### config.mk
export PLATFORM = sky130hd
export DESIGN_NAME = uart_rx_fifo
export DESIGN_NICKNAME = d
export VERILOG_FILES = /design/src/rtl/uart_rx_fifo.sv
export SDC_FILE = /design/constraint.sdc
export NUM_CORES = 1
export LEC_CHECK = 0
export ABC_AREA = 1
export CAP_MARGIN = 30
export CORE_ASPECT_RATIO = 1.2
export CORE_MARGIN = 2
export CORE_UTILIZATION = 40
export CTS_BUF_LIST = sky130_fd_sc_hd__clkbuf_8
export DETAILED_ROUTE_END_ITERATION = 7
export PLACE_DENSITY = 0.6
export RECOVER_POWER = 50
export SYNTH_ARGS = -nofsm -noshare
export SYNTH_HDL_FRONTEND = slang
export SYNTH_SLANG_ARGS = --single-unit
export TNS_END_PERCENT = 100
### constraint.sdc
create_clock -name i_clk -period 2.5 [get_ports i_clk]
set_input_delay 0.5 -clock i_clk [delete_from_list [all_inputs] [get_ports i_clk]]
set_output_delay 0.5 -clock i_clk [all_outputs]
set_load 0.05 [all_outputs]
### src/rtl/uart_rx_fifo.sv
// uart_rx_fifo: 16x oversampling 8N1 UART receiver feeding a small
// first-word-fall-through FIFO, with single-cycle framing/overrun pulses.
module uart_rx_fifo #(
    parameter int unsigned CLK_DIVIDE = 54,
    parameter int unsigned NBITS      = 8,
    parameter int unsigned FIFO_DEPTH = 4
) (
    input  logic             i_clk,
    input  logic             i_rst,
    input  logic             i_UART_Rx,
    output logic [NBITS-1:0] o_data,
    output logic             o_data_valid,
    input  logic             i_data_rd,
    output logic             o_frame_err,
    output logic             o_overrun,
    output logic             o_busy
);

    localparam int unsigned DIV_W = (CLK_DIVIDE > 1) ? $clog2(CLK_DIVIDE) : 1;
    localparam int unsigned BIT_W = $clog2(NBITS + 1);
    localparam int unsigned AW    = $clog2(FIFO_DEPTH);
    localparam int unsigned PTR_W = AW + 1;

    typedef enum logic [2:0] {
        S_WAIT_IDLE,
        S_IDLE,
        S_START,
        S_DATA,
        S_STOP
    } state_t;

    state_t             state_q, state_d;
    logic               rx_meta_q, rx_s_q;
    logic [DIV_W-1:0]   div_q, div_d;
    logic [3:0]         sub_q, sub_d;
    logic [BIT_W-1:0]   bit_q, bit_d;
    logic [NBITS-1:0]   shreg_q, shreg_d;
    logic               tick, sample, wrap;
    logic               align_clr, bit_clr, shift_en, push_req, ferr_d;
    logic [NBITS-1:0]   mem_q [FIFO_DEPTH];
    logic [PTR_W-1:0]   wr_q, wr_d, rd_q, rd_d;
    logic               empty, full, pop, push, ovr_d;
    logic               frame_err_q, overrun_q;

    // Two-flop synchronizer; idles high so reset looks like a quiet line
    always_ff @(posedge i_clk or posedge i_rst) begin
        if (i_rst) begin
            rx_meta_q <= 1'b1;
            rx_s_q    <= 1'b1;
        end else begin
            rx_meta_q <= i_UART_Rx;
            rx_s_q    <= rx_meta_q;
        end
    end

    assign tick   = (div_q == DIV_W'(CLK_DIVIDE - 1));
    assign sample = tick && (sub_q == 4'd7);
    assign wrap   = tick && (sub_q == 4'd15);

    // Receiver state register
    always_ff @(posedge i_clk or posedge i_rst) begin
        if (i_rst) state_q <= S_WAIT_IDLE;
        else       state_q <= state_d;
    end

    // Receiver next-state logic
    always_comb begin
        state_d = state_q;
        unique case (state_q)
            S_WAIT_IDLE: if (rx_s_q) state_d = S_IDLE;
            S_IDLE:      if (!rx_s_q) state_d = S_START;
            S_START: begin
                if (sample && rx_s_q) state_d = S_IDLE;
                else if (wrap)        state_d = S_DATA;
            end
            S_DATA:      if (wrap && (bit_q == BIT_W'(NBITS))) state_d = S_STOP;
            S_STOP:      if (sample) state_d = rx_s_q ? S_IDLE : S_WAIT_IDLE;
            default:     state_d = S_WAIT_IDLE;
        endcase
    end

    // Receiver control outputs decoded from the current state
    always_comb begin
        align_clr = (state_q == S_IDLE) && !rx_s_q;
        bit_clr   = (state_q == S_START) && wrap;
        shift_en  = (state_q == S_DATA) && sample;
        push_req  = (state_q == S_STOP) && sample && rx_s_q;
        ferr_d    = (state_q == S_STOP) && sample && !rx_s_q;
        o_busy    = (state_q != S_IDLE) && !i_rst;
    end

    // Oversampling divider, subcount, bit index and shift register next values
    always_comb begin
        div_d   = tick ? '0 : div_q + 1'b1;
        sub_d   = tick ? sub_q + 4'd1 : sub_q;
        if (align_clr) begin
            div_d = '0;
            sub_d = '0;
        end
        bit_d   = bit_q;
        if (bit_clr)       bit_d = '0;
        else if (shift_en) bit_d = bit_q + 1'b1;
        shreg_d = shift_en ? {rx_s_q, shreg_q[NBITS-1:1]} : shreg_q;
    end

    // Receiver datapath registers
    always_ff @(posedge i_clk or posedge i_rst) begin
        if (i_rst) begin
            div_q   <= '0;
            sub_q   <= '0;
            bit_q   <= '0;
            shreg_q <= '0;
        end else begin
            div_q   <= div_d;
            sub_q   <= sub_d;
            bit_q   <= bit_d;
            shreg_q <= shreg_d;
        end
    end

    // Pointers carry an extra wrap bit so full and empty are distinguishable;
    // a push at full is still accepted when the head is popped in the same cycle.
    assign empty = (wr_q == rd_q);
    assign full  = (wr_q[PTR_W-1] != rd_q[PTR_W-1]) && (wr_q[AW-1:0] == rd_q[AW-1:0]);
    assign pop   = i_data_rd && !empty;
    assign push  = push_req && (!full || pop);
    assign ovr_d = push_req && full && !pop;
    assign wr_d  = push ? wr_q + 1'b1 : wr_q;
    assign rd_d  = pop  ? rd_q + 1'b1 : rd_q;

    // FIFO storage; contents are only meaningful between the pointers
    always_ff @(posedge i_clk) begin
        if (push) mem_q[wr_q[AW-1:0]] <= shreg_q;
    end

    // FIFO pointers and registered event pulses
    always_ff @(posedge i_clk or posedge i_rst) begin
        if (i_rst) begin
            wr_q        <= '0;
            rd_q        <= '0;
            frame_err_q <= 1'b0;
            overrun_q   <= 1'b0;
        end else begin
            wr_q        <= wr_d;
            rd_q        <= rd_d;
            frame_err_q <= ferr_d;
            overrun_q   <= ovr_d;
        end
    end

    assign o_data       = empty ? '0 : mem_q[rd_q[AW-1:0]];
    assign o_data_valid = !empty;
    assign o_frame_err  = frame_err_q;
    assign o_overrun    = overrun_q;

endmodule

==> summary.md <==
| Metric | Value |
|---|---|
| CTS Root Cell | clkbuf_8 |
| Sequential Power Share | 0.458 |
| WS Path Type | flop to primary output |
| Count of pins over their slew limit | 0 |
| Fmax achieved | 447 MHz |
| Final setup viols | 0 |
| Post-DP HPWL | 3670 um |
| Synthesized Nets | 323 |
| Tcrit/Tclk final | 0.895 |
| Critical Path End Type | primary output |
| Hold Fails Final Rpt | 0 |
| Most frequent cells in the layout | 69 x nand2_1, 41 x nor2_1, 33 x dfrtp_1 |
| Placeable Area | 0.00758 sq mm |
| Clock share of power | 0.378 |
| Seq cells post-synth | 67 |
| Die ar. | 0.00846 sq mm |
| Critical path launch point type | flop |
| GRT Total Usage | 0.142 |
| Io pins | 16 |
| Filler cell count | 719 |
| Top routing layer used | met4 |
| Leakage power | 0.00170 uW |
| Post-CTS setup buffers | 0 |
| Switching Fraction | 0.270 |
| Met2 WL | 2680 um |
| Worst-margin pin slew | 0.882 ns |
| Via count | 2,065 |
| Synth area leaders | edfxtp_1 31%, dfrtp_1 27%, nand2_1 8.4%, nor2_1 5.0%, ha_1 4.0% |
| Peak VDD IR | 0.379 mV |
| Worst-path maximum fanout | 11 |
| Initial core utilization | 0.408 |
| FF+latch area | 0.00184 sq mm |
| Row count | 35 |
| CTS tree | done |
| Worst EP arrival | 1.74 ns |
| Distinct cell type count after synthesis | 30 |
| Setup_tns | 0 ns |
| First-pass iteration count of the detailed router | 4 |
| Vias in the first global route | 2,112 |
| Largest net degree at the start of global routing | 36 |
| HP Class | flop to flop |
| Most common cell after layout, fill and taps aside | nand2_1 |
| Footprint of the multi-input gates | 0.00105 sq mm |
| Outcome | complete, no violations |
| Yosys top cell by area | edfxtp_1 |
| Drt first-iter violations | 112 |
| H-tree lvl count | 3 |
| RSZ-0062 raised after global routing | no |
| Final std cells w/o fill | 432 |
| Yosys top cell area share | 0.311 |
| TritonCTS buffer count | 9 |
| Total global routing overflow | 0 |
| Sequential area share after synthesis | 0.594 |
| Relative slew slack | 0.412 |
| Yosys Warn Count | 0 |
| Tmin final | 2.24 ns |
| Routed metal-1 wirelength | 2340 um |
| Final ANT Viol Nets | 0 |
| Clk_lat worst skew | 0.34 ns |
| CTS clk-pin slew, worst paths | 0.08 ns |
| Psw | 761 uW |
| Worst Path Required | 2.00 ns |
| WL per Instance | 12.1 um |
| Syn Inst Count | 309 |
| Met3 Wirelength | 118 um |
| Clock skew | 0.00910 ns |
| Layout cell share with drive strength beyond 1 | 0.165 |
| Placed cells | 416 |
| Total detailed-routing wirelength | 5240 um |
| Nets | 349 |
| Clock sink total | 67 |
| IO Port Bufs | 15 |
| Die Width | 84.3 um |
| Max Cap Viol | 0 |
| Number of inserted diodes | 0 |
| Post-Syn Area | 0.00309 sq mm |
| Initial antenna violation count | 0 |
| Cell-internal power | 2060 uW |
| DR vias/cell | 4.78 |
| Global-route wire length before repair | 9420 um |
| Syn Area/Cell | 10.0 sq um |
| Routability cong. | 0.784 |
| Height of the die | 100 um |
| Logic pwr share | 0.164 |
| DRC | 0 |
| Clock Path Buffers | 2 |
| Cell Pwr Density | 762 mW/mm^2 |
| Syn-to-layout area delta | 19.4% |
[routing by layer]
metal  up-vias  track usage
met5         -            0
met4         0       0.0670
met3        10       0.0387
met2        23        0.246
met1       975        0.162
li1       1057            -
[cell families after synthesis]
family | share of synthesized area
XOR/XNOR | 0.0283
flip-flops | 0.594
adder cells (fa/ha/maj) | 0.0404
buffers and inverters | 0.0611
AND/OR/NAND/NOR | 0.217
AO/OA/AOI/OAI | 0.0586
[cells in the mapped netlist]
| library cell | instances |
|---|---|
| nor2_2 | 2 |
| nor2_4 | 3 |
| edfxtp_1 | 32 |
| inv_2 | 8 |
| clkinv_2 | 1 |
| nand2_1 | 69 |
| nor2_8 | 1 |
| buf_2 | 6 |
| nor2_1 | 41 |
| o32ai_1 | 8 |
| nand2_2 | 3 |
| o21ai_0 | 14 |
| dfstp_2 | 2 |
| dfrtp_1 | 33 |
| xor2_1 | 5 |
| nor3_4 | 1 |
| o21ai_1 | 1 |
| nor3_1 | 3 |
| a21oi_1 | 6 |
| nand4_1 | 1 |
| xnor2_1 | 5 |
| nand3_1 | 16 |
| buf_6 | 1 |
| nand2_4 | 1 |
| inv_1 | 29 |
| nor3b_1 | 2 |
| ha_1 | 10 |
| clkbuf_1 | 1 |
| nand3_2 | 3 |
| o22ai_1 | 1 |
[power groups by stage]
| stage | registers, uW | logic [uW] | clock network, uW |
|---|---|---|---|
| floorplan | 1300 | 377 | 0 |
| global placement | 1320 | 467 | 0 |
| detailed placement | 1320 | 475 | 0 |
| CTS | 1290 | 475 | 1100 |
| global route | 1300 | 541 | 1150 |
| finish | 1290 | 461 | 1070 |
[worst max-delay path, stage by stage (launching register included)]
cell	delay, ns
dfrtp_1	0.41
inv_1	0.14
nand2_1	0.07
a21oi_1	0.21
nand2_2	0.23
nand2_1	0.13
inv_1	0.07
buf_12	0.15
[final cells by class]
cell class	count	share of cell area
Sequential cell	67	0.498
Multi-Input combinational cell	196	0.284
Timing Repair Buffer	23	0.0833
Inverter	38	0.0389
Clock buffer	9	0.0335
Clock inverter	7	0.0311
Tap cell	92	0.0311
[state kept, by name, summed over array words and instances (netlist names)]
register     cells
mem_q           32
rx_s_q           1
sub_q            4
shreg_q          8
rd_q             3
rx_meta_q        1
wr_q             3
bit_q            4
state_q          3
o_frame_err      1
div_q            6
o_overrun        1
[repair_timing]
| item | in CTS | in global routing |
|---|---|---|
| resized for setup | 0 | 1 |
| setup endpoints to repair | 0 | 7 |
| hold buffers | 0 | 0 |
| endpoints found under the hold margin | 0 | 0 |
[per-stage QoR]
| stage | power (uW) | util | hold slack, ns | worst slack [ns] | cell area (sq um) |
|---|---|---|---|---|---|
| floorplan | 1680 | - | 0.345 | 0.302 | 3090 |
| detailed placement | 1790 | 0.459 | 0.347 | 0.511 | 3470 |
| global route | 2990 | 0.488 | 0.361 | 0.0763 | 3700 |
| CTS | 2860 | 0.490 | 0.359 | 0.155 | 3710 |
| global placement | 1780 | 0.459 | 0.346 | 0.524 | 3470 |
| finish | 2820 | 0.488 | 0.357 | 0.262 | 3700 |
[final timing paths]
kind / startpoint / end / slack [ns] / cells past startpoint
worst max-delay path: wr_q[0] / o_data[4] / 0.26 / 7
worst min-delay path: rx_meta_q / rx_s_q / 0.36 / 0
worst max register to register: div_q[1] / mem_q[0][7] / 0.48 / 9
worst min register to register: rx_meta_q / rx_s_q / 0.36 / 0
max in group asynchronous: i_rst / shreg_q[0] / 1.02 / 3
min in group asynchronous: i_rst / o_overrun / 0.92 / 3
Power figures use the tool's default switching activity.
